===== config.mk =====
export PLATFORM = sky130hd
export DESIGN_NAME = adrv9009_rsp
export DESIGN_NICKNAME = d
export VERILOG_FILES = /design/src/rtl/rsp_pkg.sv /design/src/rtl/rsp_hb_fir.sv /design/src/rtl/adrv9009_rsp.sv
export SDC_FILE = /design/constraint.sdc
export NUM_CORES = 1
export LEC_CHECK = 0
export ABC_AREA = 1
export CAP_MARGIN = 10
export CORE_UTILIZATION = 63
export DETAILED_ROUTE_END_ITERATION = 6
export GPL_TIMING_DRIVEN = 0
export PLACE_DENSITY = 0.89
export SLEW_MARGIN = 20
export SYNTH_ARGS = -nofsm -noshare
export SYNTH_HDL_FRONTEND = slang
export SYNTH_SLANG_ARGS = --single-unit

===== constraint.sdc =====
create_clock -name clk -period 5.8 [get_ports clk]
set_input_delay 1.16 -clock clk [delete_from_list [all_inputs] [get_ports clk]]
set_output_delay 1.16 -clock clk [all_outputs]
set_load 0.005 [all_outputs]

===== src/rtl/rsp_pkg.sv =====
// Shared constants and arithmetic helpers for the ADRV9009 receive-signal-path filter chain.
package rsp_pkg;

    localparam int unsigned DATA_W   = 16;
    localparam int unsigned ACC_W    = 24;
    localparam int unsigned HB_TAPS  = 7;
    localparam int unsigned HB_SHIFT = 5;
    localparam int unsigned MA_TAPS  = 4;
    localparam int unsigned MA_SHIFT = 2;

    localparam int HB_COEF [0:HB_TAPS-1] = '{-1, 0, 9, 16, 9, 0, -1};

    localparam logic signed [ACC_W-1:0] SAT_MAX = ACC_W'(32767);
    localparam logic signed [ACC_W-1:0] SAT_MIN = ACC_W'(-32768);

    // Round half up, then arithmetic shift right by s
    function automatic logic signed [ACC_W-1:0] rnd(input logic signed [ACC_W-1:0] a,
                                                     input int unsigned s);
        logic signed [ACC_W-1:0] half;
        half = ACC_W'(1) <<< (s - 1);
        return (a + half) >>> s;
    endfunction

    // Clamp an accumulator value to the signed 16-bit range
    function automatic logic signed [DATA_W-1:0] sat16(input logic signed [ACC_W-1:0] a);
        if (a > SAT_MAX) begin
            return DATA_W'(32767);
        end else if (a < SAT_MIN) begin
            return DATA_W'(-32768);
        end
        return DATA_W'(a);
    endfunction

endpackage


===== src/rtl/rsp_hb_fir.sv =====
// 7-tap symmetric half-band FIR with registered, rounded and saturated output.
module rsp_hb_fir
    import rsp_pkg::*;
(
    input  logic                     clk,
    input  logic                     reset,
    input  logic signed [DATA_W-1:0] x,
    output logic signed [DATA_W-1:0] y
);

    logic signed [DATA_W-1:0] dly [1:HB_TAPS-1];
    logic signed [ACC_W-1:0]  acc_c;

    // Symmetric taps are pre-added; the zero taps at offsets 1 and 5 are dropped
    always_comb begin
        acc_c = ACC_W'(HB_COEF[0]) * (ACC_W'(x)      + ACC_W'(dly[6]))
              + ACC_W'(HB_COEF[2]) * (ACC_W'(dly[2]) + ACC_W'(dly[4]))
              + ACC_W'(HB_COEF[3]) *  ACC_W'(dly[3]);
    end

    always_ff @(posedge clk) begin
        if (reset) begin
            y <= '0;
            for (int k = 1; k < int'(HB_TAPS); k++) begin
                dly[k] <= '0;
            end
        end else begin
            y      <= sat16(rnd(acc_c, HB_SHIFT));
            dly[1] <= x;
            for (int k = 2; k < int'(HB_TAPS); k++) begin
                dly[k] <= dly[k-1];
            end
        end
    end

endmodule


===== src/rtl/adrv9009_rsp.sv =====
// Receive-signal-path low-pass chain: input register, two half-band FIRs, 4-tap moving average.
module adrv9009_rsp
    import rsp_pkg::*;
(
    input  logic                     clk,
    input  logic                     reset,
    input  logic signed [DATA_W-1:0] in,
    output logic signed [DATA_W-1:0] out
);

    logic signed [DATA_W-1:0] in_r;
    logic signed [DATA_W-1:0] hb1_y;
    logic signed [DATA_W-1:0] hb2_y;
    logic signed [DATA_W-1:0] ma_dly [1:MA_TAPS-1];
    logic signed [ACC_W-1:0]  ma_acc_c;

    always_ff @(posedge clk) begin
        if (reset) begin
            in_r <= '0;
        end else begin
            in_r <= in;
        end
    end

    rsp_hb_fir u_hb1 (
        .clk   (clk),
        .reset (reset),
        .x     (in_r),
        .y     (hb1_y)
    );

    rsp_hb_fir u_hb2 (
        .clk   (clk),
        .reset (reset),
        .x     (hb1_y),
        .y     (hb2_y)
    );

    // Moving average over the current HB2 output and its three predecessors
    always_comb begin
        ma_acc_c = ACC_W'(hb2_y);
        for (int k = 1; k < int'(MA_TAPS); k++) begin
            ma_acc_c = ma_acc_c + ACC_W'(ma_dly[k]);
        end
    end

    always_ff @(posedge clk) begin
        if (reset) begin
            out <= '0;
            for (int k = 1; k < int'(MA_TAPS); k++) begin
                ma_dly[k] <= '0;
            end
        end else begin
            out       <= sat16(rnd(ma_acc_c, MA_SHIFT));
            ma_dly[1] <= hb2_y;
            for (int k = 2; k < int'(MA_TAPS); k++) begin
                ma_dly[k] <= ma_dly[k-1];
            end
        end
    end

endmodule


# After elaboration in Yosys (flattened, before gate mapping)
# Memories as Yosys holds them, arrays and structs flattened.
# Cells that the tools add are included.
# word_totals
reg_bits,64
ramBits,240
inputBits,18
out_inout_bits,16
n_memories,3
# mem_list
memory,words,width,read_ports,rd_ports_with_merged_regs,wr,line,rtl
u_hb1.dly,6,16,6,0,6,rsp_hb_fir.sv:11,logic signed [DATA_W-1:0] dly [1:HB_TAPS-1];
u_hb2.dly,6,16,6,0,6,rsp_hb_fir.sv:11,
ma_dly,3,16,3,0,3,adrv9009_rsp.sv:14,logic signed [DATA_W-1:0] ma_dly [1:MA_TAPS-1];
# classes
add_sub_neg,16
mul,2
n_lt_le_gt_ge,6
n_mux,36
n_bitwise,15
# ops
operator,n
two-way mux 16 bit,24
adder 16 x 16 -> 17 bit,5
adder 24 x 20 -> 24 bit,2
adder 24 bit,2
adder 24 x 6 -> 24 bit (second input constant),2
multiplier 5 x 24 -> 24 bit (first input constant),2
negation 24 bit,2
greater-than comparator 19 x 16 -> 1 bit (second input constant),2
less-than comparator 19 x 16 -> 1 bit (second input constant),2
adder 19 x 3 -> 20 bit (second input constant),1
adder 18 x 16 -> 19 bit,1
adder 17 x 16 -> 18 bit,1
greater-than comparator 18 x 16 -> 1 bit (second input constant),1
less-than comparator 18 x 16 -> 1 bit (second input constant),1
OR 1 bit,15
two-way mux 1 bit,12

# Longest topological paths before layout
# Gate-level depths: netlist (run 1).
# depth
word_depth,10
mapped_depth,34
depth_no_buf,33

# Cells and area by module
# A second synthesis (run 1) with hierarchy kept.
# hier_totals
hier_cells,2481
area_unflattened_um2,19123.3
# modules_own_cells
mod,instances,cells_per_inst,area_per_inst_um2,seq_area_each_um2
rsp_hb_fir at u_hb1,1,971,7437.1,2242.2
rsp_hb_fir at u_hb2,1,972,7409.6,2242.2
adrv9009_rsp,1,538,4276.6,1601.5

# Worst setup path before layout (run 1)
# OpenSTA, ideal clock, no wires.
# synth_timing
path_kind,flip-flop to flip-flop
start,"register, netlist name u_hb2.dly[4][0]"
end,register u_hb2.y[10]
setup_ps,138
arrival_ps,4935
t_required_ps,5662
setup_slack_ps,727
path_stages_with_launch,31
n_path_buf,1
cell_sequence,dfxtp_1 > ha_1 > fa_1 > nand3_1 > nand3_1 > nand2_1 > nand2_1 > a21boi_1 > o21ai_0 > a21boi_1 > xor2_1 > ha_1 > inv_1 > fa_1 > inv_1 > fa_1 > ha_1 > ha_1 > nand2_1 > inv_2 > nand2_1 > inv_1 > a21oi_1 > nand3_1 > nand2_1 > nand2_2 > nor2_1 > nand2_2 > nand2_4 > buf_6 > a21oi_2
# synth_rtl
element,line,rtl
end signal: assignment,rsp_hb_fir.sv:28,"y <= sat16(rnd(acc_c, HB_SHIFT));"
end: declaration,rsp_hb_fir.sv:8,output logic signed [DATA_W-1:0] y

==> results of run 1 <==
state kept, by name, indices dropped and copies added (netlist names):
| signal | cells |
|---|---|
| in_r | 16 |
| ma_dly | 48 |
| out | 16 |
| u_hb1.dly | 96 |
| u_hb1.y | 16 |
| u_hb2.dly | 96 |
| u_hb2.y | 16 |
final cells by class:
type	instances	area share
Tap cell	384	0.02293
Clock buffer	42	0.04228
Inverter	527	0.09441
Timing Repair Buffer	39	0.01780
Buffer	41	0.01015
Clock inverter	11	0.009077
Sequential cell	304	0.2905
Multi-Input combinational cell	1538	0.5129
per-stage QoR:
step / power [mW] / util / hold slack [ps] / std cells / setup WS (ps)
detailed placement: 6.427 / 0.6763 / 393.1 / 2826 / -65.82
floorplan: 5.437 / - / 388.3 / 2410 / 727.2
global placement: 6.287 / 0.6763 / 388.9 / 2826 / 107.1
CTS: 8.553 / 0.7139 / 399.9 / 2880 / 2.778
finish: 8.692 / 0.7222 / 400.0 / 2886 / 200.8
global route: 9.257 / 0.7222 / 421.9 / 2886 / -76.16
routing by layer:
| metal | vias to the layer above | wire length, um |
|---|---|---|
| li1 | 7481 | - |
| met1 | 7263 | 18610 |
| met2 | 555 | 23190 |
| met3 | 147 | 2014 |
| met4 | 0 | 2125 |
| met5 | - | 0 |
synthesized netlist by cell type, types with 21 or more instances:
cell type | count | area share
dfxtp_1 | 304 | 0.32
o21ai_0 | 34 | 0.0090
nand3_1 | 69 | 0.018
nand2_2 | 39 | 0.013
a21oi_1 | 153 | 0.041
xor2_1 | 60 | 0.028
inv_1 | 519 | 0.10
nor2_1 | 331 | 0.066
ha_1 | 200 | 0.13
xnor2_1 | 32 | 0.015
fa_1 | 104 | 0.11
clkbuf_1 | 34 | 0.0068
nand2_1 | 395 | 0.079
a21oi_2 | 21 | 0.0098
worst reg2reg max path, delay by kind of cell (launching register included):
| family | cells | cell delay [ps] |
|---|---|---|
| AOI/OAI and AO/OA | 4 | 700 |
| adders and majority gates | 6 | 2240 |
| buffers and inverters | 4 | 310 |
| DFF | 1 | 350 |
| and+or+nand+nor | 17 | 1850 |
cell families after synthesis:
kind of cell | count (synthesis) | synth area share
AND/OR/NAND/NOR | 895 | 0.1996
flip-flops | 304 | 0.3233
adder cells (fa/ha/maj) | 304 | 0.2436
buffers and inverters | 568 | 0.1164
XOR/XNOR | 92 | 0.04281
AO/OA/AOI/OAI | 247 | 0.07432
power groups by stage:
stage / registers (mW) / logic, mW / clock network, mW
detailed placement: 2.50 / 3.93 / 0
CTS: 2.46 / 4.01 / 2.08
floorplan: 2.47 / 2.97 / 0
global placement: 2.49 / 3.80 / 0
global route: 2.48 / 4.61 / 2.16
finish: 2.46 / 4.15 / 2.08
worst max path at each step:
stage                           from  slack, ps  depth (start not counted)          end
global route        u_hb1.dly[0][34]        -80                         31   u_hb1.y[1]
detailed placement           in_r[0]        -70                         30   u_hb1.y[1]
floorplan            u_hb2.dly[4][0]        730                         30  u_hb2.y[10]
finish              u_hb1.dly[0][66]        200                         31   u_hb1.y[1]
CTS                 u_hb1.dly[0][32]          3                         31   u_hb1.y[1]
global placement             in_r[0]        110                         30   u_hb1.y[1]
repair_timing:
action | CTS | global route
buffers inserted | 1 | 6
endpoints found under the setup margin | 15 | 30
pin swaps | 3 | 9
resized for setup | 4 | 45
==> summary.txt, run 1 <==
Hold path
  • Min-Delay Path Class: reg2reg
  • Hold Path Stages: 2
  • WHS Endpoint: u_hb2.dly[6][2]
  • Hold wc startpoint: u_hb2.dly[5][2]

Floorplanning
  • Top Ports: 34
  • Die Height: roughly 170 um
  • FP Rows: 62
  • Initial cell density of the core: 0.6487
  • Core Area: around 29000 sq um
  • Die X: roughly 170 um
  • Die Area: 30570 sq um

Route
  • Wire per inst: about 16 um
  • DR DRC count: 0
  • Vias/cell: approximately 5.4
  • Via Count: between 15000 and 20000
  • Detail Route Antenna Nets: 0
  • DRT Pass-1 Iters: 7
  • Routed WL: ~46000 um
  • Initial DRC Count: 970

Global routing
  • First-pass GRT wire length: between 70000 and 80000 um
  • Vias in the first global route: ~16000
  • Busiest grt layer: met2
  • Largest net degree at the start of global routing: 17
  • GRT Residual Overflow: 0
  • Total GRT Usage: 0.2964
  • Met1 Use GR: 0.3408
  • Antenna violations before repair: 0
  • Grt met2 use: 0.5541
  • Met3 GRT Util: 0.02720

Worst setup path
  • CP max FO: 10
  • Arr. time, crit path: between 6000 and 7000 ps
  • Crit Path Category: reg2reg
  • Critical Path Source Type: register
  • Slowest cell on the critical path: fa_1
  • R2R depth: 31
  • Crit path required time: between 6000 and 7000 ps
  • Reg2Reg Setup Slack: between 200 and 250 ps
  • R2R Path End: u_hb1.y[1]
  • Crit-path most repeated cell: nand2_1
  • Crit path capture type: register
  • Crit path max-delay family: adder cells
  • R2r startpoint: u_hb1.dly[0][66]
  • Critical Path Max Stage Delay: 500 ps
  • Buffers and inverters on the worst path: 4

Clocking
  • Htree depth: 1
  • Clk root buf: clkbuf_16
  • TritonCTS clock tree: done
  • CTS Buffer Depth: 3
  • Total clock sinks: roughly 300
  • Worst-skew pair later-pin latency: between 500 and 600 ps
  • Hold-fix buffers, CTS: 0
  • Reg clk slew, reported paths: roughly 60 ps
  • TritonCTS buffer count: 30

Yosys
  • Main synth FF type: dfxtp_1
  • Synthesis-stage register bit count: between 300 and 400
  • Post-synth EDFFs: 0
  • Seq/Total Area, Yosys: 0.3233
  • Synth Area per Inst: between 7 and 8 sq um
  • Synthesized Nets: ~2700
  • Synth unique cells: between 40 and 50
  • Asr flop ratio synth: 0
  • Mapped cell area: around 19000 sq um
  • Gate Count Post-Synth: 2410
  • Synth warn: 0

Finish
  • Multi-input logic area: roughly 11000 sq um
  • Final instance area: approximately 21000 sq um
  • Post-layout nets: approximately 2800
  • # fillers: about 2000
  • Syn-to-layout area delta: 11.32%
  • Layout cells sized above 1: 0.07794
  • Ant diodes: 0
  • Most common cell after layout, fill and taps aside: inv_1
  • Most frequent cells in the layout: inv_1, nand2_1, nor2_1
  • FF+latch area: between 6000 and 7000 sq um

Power and ir drop
  • Switch share: 0.4114
  • Comb pwr share: 0.478
  • Sequential Power Share: 0.283
  • PwrDens: between 400 and 500 nW/um^2
  • Clock Power Share: 0.239
  • Psw: 3.576 mW
  • Internal power: about 5 mW
  • Leakage: roughly 10 nW
  • VDD IR-drop max: between 0.2 and 0.3 mV

STA
  • Actual slew at the worst max-slew pin: between 800 and 900 ps
  • Hold Fails Final Rpt: 0
  • Fmax: between 150 and 200 MHz
  • Final setup vio count: 0
  • Setup TNS: 0 ps
  • Min Tclk post-route: roughly 5600 ps
  • Final Skew: roughly 53 ps
  • Slew margin rel.: 0.4328
  • Unrepaired setup endpoints after global routing: true
  • Max Slew Vio Count: 0
  • Final period util: 0.9654

Run status
  • Status: finished clean

Place
  • IO buf count: 32
  • Placer Congestion: 0.9644
  • Hpwl dp: 33710 um
  • Cell Area, Placed: about 20000 sq um

Flow run
  • Total of max-cap violations: 0
Power figures use the tool's default switching activity.
==> inputs of run 2 (changes only) <==
CORE_UTILIZATION = 64   (was 63)
PLACE_DENSITY = 0.9   (was 0.89)
TNS_END_PERCENT = 1   (was unset)
==> run 2 against run 1 <==
  * First-iteration DRC count increased by 27%
  * Cell count rose by 0.10%
  * Global-route usage is 2.0 points higher
  * Worst hold slack worse by 9.5 ps
  * Final area up 0.76%
  * Clock-buffer cell count fell by 5
  * Critical path type unchanged
  * Highest routed layer unchanged
==> summary.txt, run 2 (same netlist as run 1, synthesis figures left out) <==
Run status
  • Status: finished clean

STA
  • Hold Fails Final Rpt: 0 (unchanged)
  • Final period util: 0.9896 (+0.02426)
  • Actual slew at the worst max-slew pin: 848.4 ps (-2.323 ps)
  • Slew margin rel.: 0.4344 (+0.001549)
  • Fmax: 174.2 MHz (-2.5%)
  • Min Tclk post-route: 5740 ps (+140.7 ps)
  • Final setup vio count: 0 (unchanged)
  • Final Skew: 44.12 ps (-8.957 ps)
  • Max Slew Vio Count: 0 (unchanged)
  • Final hold slack: 390.5 ps (-9.478 ps)
  • Unrepaired setup endpoints after global routing: true

Worst setup path
  • Reg2Reg Setup Slack: 60 ps (-140 ps)
  • Critical Path Source Type: register
  • Slowest cell on the critical path: fa_1
  • Crit Path Category: reg2reg
  • Crit path capture type: register
  • Crit-path most repeated cell: nand2_1
  • R2R depth: 31 (unchanged)
  • Crit path required time: 6260 ps (about the same)
  • R2r startpoint: u_hb1.dly[0][32]
  • CP max FO: 10 (unchanged)
  • Arr. time, crit path: 6200 ps (+150 ps)
  • Critical Path Max Stage Delay: 510 ps (about the same)
  • R2R Path End: u_hb1.y[1]

Finish
  • Final instance area: 21110 sq um (+0.76%)
  • Post-layout nets: 2803 (unchanged)
  • Syn-to-layout area delta: 12.17%
  • Most common cell after layout, fill and taps aside: inv_1
  • Ant diodes: 0 (unchanged)
  • Final design utilization: 0.7336 (+0.01140)
  • Post-route insts no fill: 2889 (+0.10%)
  • Layout cells sized above 1: 0.08144 (+0.003499)
  • Largest regs: u_hb1.dly (96), u_hb2.dly (96), ma_dly (48)
  • Most frequent cells in the layout: inv_1, nand2_1, nor2_1

Hold path
  • Hold wc startpoint: u_hb2.dly[5][5]
  • Hold Path Stages: 2 (unchanged)
  • WHS Endpoint: u_hb2.dly[6][5]
  • Min-Delay Path Class: reg2reg

Global routing
  • Vias in the first global route: 16440 (+4.1%)
  • Largest net degree at the start of global routing: 17 (unchanged)
  • First-pass GRT wire length: 77450 um (+5.0%)
  • GRT Residual Overflow: 0 (unchanged)
  • Antenna violations before repair: 0 (unchanged)
  • Total GRT Usage: 0.3163 (+0.01985)

Clocking
  • Clk root buf: clkbuf_16
  • Total clock sinks: 304 (unchanged)
  • CTS Buffer Depth: 3 (unchanged)
  • Reg clk slew, reported paths: 70 ps (about the same)
  • Hold-fix buffers, CTS: 0 (unchanged)
  • TritonCTS buffer count: 31 (+3.3%)
  • Htree depth: 1 (unchanged)
  • TritonCTS clock tree: done
  • Worst-skew pair later-pin latency: 590 ps (about the same)

Floorplanning
  • FP Rows: 62 (unchanged)
  • Core Area: 28780 sq um (-0.80%)
  • Die X: 173.5 um (-0.77%)
  • Initial cell density of the core: 0.6540 (+0.005246)
  • Die Height: 173.5 um (-0.77%)
  • Top Ports: 34 (unchanged)
  • Die Area: 30100 sq um (-1.5%)

Power and ir drop
  • Overall power: 8.951 mW (+3.0%)
  • Leakage: 10.56 nW (+0.75%)
  • VDD IR-drop max: 0.2653 mV (-3.1%)
  • PwrDens: 424.0 nW/um^2 (+2.2%)

Route
  • Vias/cell: 5.502 (+2.8%)
  • Via Count: 15900 (+2.9%)
  • DRT Pass-1 Iters: 6 (-1)
  • Initial DRC Count: 1235 (+27%)
  • Wire per inst: 16.70 um (+4.9%)
  • Routed WL: 48250 um (+5.0%)
  • DR DRC count: 0 (unchanged)
  • Detail Route Antenna Nets: 0 (unchanged)

Place
  • Placer Congestion: 0.9661 (+0.18%)
  • IO buf count: 32 (unchanged)
  • Hpwl dp: 34270 um (+1.7%)
  • Cell Area, Placed: 19620 sq um (unchanged)
  • Placed Cells incl. Taps: 2826 (unchanged)

Flow run
  • Total of max-cap violations: 0 (unchanged)
[run 2: cell types whose count changed in the layout (fill, tap and decap cells not counted), moves of 2 or more]
cell / before / now
bufinv_16: 4 / 10
clkbuf_8: 9 / 4
clkinv_4: 0 / 2
clkinvlp_4: 4 / 2
fa_1: 102 / 100
fa_2: 2 / 4
ha_2: 4 / 6
ha_4: 7 / 5
inv_6: 0 / 3
nor2_1: 329 / 327
xor2_1: 59 / 57
xor2_2: 1 / 3
[run 2: worst max-delay path, delay by kind of cell (launching register included)]
kind                       cells  cell delay (ps)
buffers and inverters          3              250
adders and majority gates      7             2480
xor gates and xnor gates       1              200
DFF                            1              330
and+or+nand+nor               17             1870
AOI/OAI and AO/OA              3              490
[run 2: through the flow]
step                TNS [ps]  worst slack [ps]
finish                     0             60.06
global route           -1153            -128.8
CTS                        0             7.684
detailed placement    -357.0            -116.6
global placement           0             97.83
floorplan                  0             727.2
[run 2: worst max path at each step]
stage                          start           to  cells after the start
finish              u_hb1.dly[0][32]   u_hb1.y[1]                     31
CTS                          in_r[3]   u_hb1.y[1]                     26
global route        u_hb1.dly[0][32]   u_hb1.y[1]                     30
global placement             in_r[0]   u_hb1.y[1]                     30
detailed placement           in_r[0]   u_hb1.y[1]                     30
floorplan            u_hb2.dly[4][0]  u_hb2.y[10]                     30
[run 2: layer usage]
metal | global-route usage | vias to the layer above | wire length, um
met5 | 0 | - | 0
met3 | 0.04298 | 271 | 2860
met2 | 0.5770 | 717 | 23910
met4 | 0.1792 | 0 | 3227
li1 | - | 7487 | -
met1 | 0.3528 | 7420 | 18250
[run 2: cell type report]
class | instances | area (sq um)
buffer | 41 | 212.7
clock buffer | 37 | 838.3
inverter | 527 | 1978
sequential | 304 | 6086
timing repair buffer | 38 | 365.4
multi-input combinational | 1538 | 10760
fill | 1907 | 7667
clock inverter | 20 | 389.1
tap | 384 | 480.5
[run 2: repair_timing]
item	4_1_cts	5_1_grt
pin swaps	4	11
endpoints found under the setup margin	15	31
buffers inserted	2	4
resized for setup	8	46
[run 2: power breakdown]
part | switching [mW] | total (mW) | internal (mW)
logic | 2.58 | 4.12 | 1.54
clock network | 0.884 | 2.37 | 1.49
registers | 0.146 | 2.46 | 2.32
==> inputs of run 3 (changes only) <==
GPL_TIMING_DRIVEN = unset   (was 0)
PLACE_DENSITY = 0.81   (was 0.9)
==> run 3 against run 2 <==
  * Worst hold slack improved by 5.2 ps
  * Final area fell by 1.7%
  * Largest cell class unchanged
  * Largest power group unchanged
  * Worst setup slack improved by 180 ps
  * Via count fell by 8.5%
  * Maximum frequency rose by 3.3%
  * Sequential cell count did not move
  * Sequential share of layout area rose by 0.51 points
  * Register-to-register slack improved by 180 ps
  * Combinational power fell by 3%
  * Critical path type unchanged
  * Critical path depth fell by 5
==> summary.txt, run 3 (same netlist as run 1, synthesis figures left out) <==
Run status
  • Status: finished clean

STA
  • Actual slew at the worst max-slew pin: 858.8 ps (+10.43 ps)
  • Max Slew Vio Count: 0 (unchanged)
  • Final period util: 0.9584 (-0.03126)
  • Final Skew: 12.74 ps (-31.38 ps)
  • Min Tclk post-route: 5559 ps (-181.3 ps)
  • Slew margin rel.: 0.4274 (-0.006954)
  • Fmax: 179.9 MHz (+3.3%)
  • Setup TNS: 0 ps (unchanged)
  • Final setup vio count: 0 (unchanged)
  • Hold Fails Final Rpt: 0 (unchanged)
  • Final hold slack: 395.7 ps (+5.199 ps)

Finish
  • Largest regs: u_hb1.dly (96), u_hb2.dly (96), ma_dly (48)
  • Ant diodes: 0 (unchanged)
  • Layout cells sized above 1: 0.07293 (-0.008504)
  • Most frequent cells in the layout: inv_1, nand2_1, nor2_1
  • Syn-to-layout area delta: 10.21%
  • Post-layout nets: 2765 (-1.4%)
  • # fillers: 2160 (+13%)
  • Most common cell after layout, fill and taps aside: inv_1

Route
  • DRT Pass-1 Iters: 5 (-1)
  • Vias/cell: 5.097 (-7.4%)
  • Via Count: 14540 (-8.5%)
  • Initial DRC Count: 867 (-30%)
  • Detail Route Antenna Nets: 0 (unchanged)
  • Routed WL: 40130 um (-17%)
  • DR DRC count: 0 (unchanged)
  • Wire per inst: 14.07 um (-16%)

Place
  • IO buf count: 33 (+3.1%)
  • Hpwl dp: 31040 um (-9.4%)
  • Placer Congestion: 0.9257 (-4.2%)

Worst setup path
  • Arr. time, crit path: 5980 ps (-220 ps)
  • CP max FO: 15 (+5)
  • Crit path capture type: register
  • Critical Path Source Type: register
  • Crit Path Category: reg2reg
  • Crit path required time: 6220 ps (-40 ps)

Power and ir drop
  • Comb pwr share: 0.465 (+0.005)
  • Switch share: 0.4078 (+0.004303)
  • Clock Power Share: 0.248 (-0.017)
  • Leakage: 10.45 nW (-1.1%)
  • Psw: 3.495 mW (-3.2%)
  • VDD IR-drop max: 0.2549 mV (-3.9%)
  • Sequential Power Share: 0.288 (+0.013)
  • Internal power: 5.074 mW (-5.0%)
  • PwrDens: 413.1 nW/um^2 (-2.6%)

Clocking
  • Clk root buf: clkbuf_16
  • Worst-skew pair later-pin latency: 560 ps (-30 ps)
  • Reg clk slew, reported paths: 60 ps (about the same)
  • Htree depth: 1 (unchanged)
  • TritonCTS buffer count: 31 (unchanged)
  • Hold-fix buffers, CTS: 0 (unchanged)
  • CTS Buffer Depth: 3 (unchanged)
  • Total clock sinks: 304 (unchanged)
  • TritonCTS clock tree: done

Floorplanning
  • Core Area: 28780 sq um (unchanged)
  • Die Height: 173.5 um (unchanged)
  • Top Ports: 34 (unchanged)
  • Die Area: 30100 sq um (unchanged)
  • FP Rows: 62 (unchanged)
  • Die X: 173.5 um (unchanged)
  • Initial cell density of the core: 0.6540 (unchanged)

Global routing
  • Largest net degree at the start of global routing: 152 (+135)
  • First-pass GRT wire length: 67520 um (-13%)
  • Vias in the first global route: 14700 (-11%)
  • Total GRT Usage: 0.2704 (-0.04587)
  • Antenna violations before repair: 0 (unchanged)
  • GRT Residual Overflow: 0 (unchanged)

Flow run
  • Total of max-cap violations: 0 (unchanged)

Hold path
  • Min-Delay Path Class: reg2reg
-- run 3: cell count changes in the layout (fill, tap and decap cells not counted), moves of 4 or more --
cell       delta
ha_1          +8
ha_2          -5
bufinv_16     -5
clkbuf_1     -32
clkinv_2      +5
nand2_8       +4
-- run 3: worst paths after layout --
path | end | startpoint | cells after the start | slack (ps)
max | u_hb1.y[3] | u_hb1.dly[0][34] | 26 | 240
min | u_hb2.dly[2][14] | u_hb2.dly[1][14] | 2 | 400
max reg2reg | u_hb1.y[3] | u_hb1.dly[0][34] | 26 | 240
min reg2reg | u_hb2.dly[2][14] | u_hb2.dly[1][14] | 2 | 400
-- run 3: power groups by stage --
stage	registers, mW	clock network (mW)	logic, mW
after floorplan	2.47	0	2.97
after global placement	2.50	0	3.76
after detailed placement	2.51	0	3.83
after CTS	2.47	2.14	3.89
after global routing	2.49	2.23	4.51
final	2.47	2.12	3.98
-- run 3: timing repair --
action / in CTS / in global routing
buffers inserted: 0 / 3
gates resized for setup: 0 / 36
endpoints found under the setup margin: 0 / 31
-- run 3: layout make-up --
cell class	instances	area [sq um]	share of cell area
Timing Repair Buffer	40	387.9	0.01870
Clock inverter	17	232.7	0.01122
Clock buffer	41	873.3	0.04210
Sequential cell	304	6086	0.2934
Tap cell	384	480.5	0.02316
Inverter	527	1978	0.09536
Multi-Input combinational cell	1539	10710	0.5161
-- run 3: stage by stage --
stage / util / area [sq um] / setup WS (ps) / power, mW / std cells
global placement: 0.6760 / 19450 / 296.1 / 6.262 / 2790
finish: 0.7208 / 20740 / 241.4 / 8.569 / 2852
global route: 0.7208 / 20740 / -70.95 / 9.236 / 2852
CTS: 0.7144 / 20560 / 44.64 / 8.506 / 2848
detailed placement: 0.6760 / 19450 / 103.5 / 6.343 / 2790
floorplan: - / 18820 / 727.2 / 5.437 / 2410
-- run 3: worst max-delay path, cell delays in order (launching register included) --
cell and delay [ps]:
dfxtp_1 320, ha_1 360, a21oi_1 170, nand2_1 120, nand2_1 90, nand3_1 200
a31oi_2 270, o21ai_1 130, nand2_1 100, nand3b_1 80, nand2_1 140, inv_1 70
ha_1 280, inv_1 50, fa_1 500, inv_1 50, fa_1 450, ha_1 310
ha_1 380, a21oi_1 280, o21bai_1 120, a21oi_1 210, nand4_1 200, nand2_4 180
inv_2 90, nand2_8 160, a21oi_1 90
-- run 3: routing by layer --
layer / up-vias / GRT usage / wire length (um)
li1: 7423 / - / -
met1: 6767 / 0.3403 / 17530
met2: 272 / 0.4901 / 20150
met3: 74 / 0.02478 / 1314
met4: 0 / 0.08001 / 1136
met5: - / 0 / 0
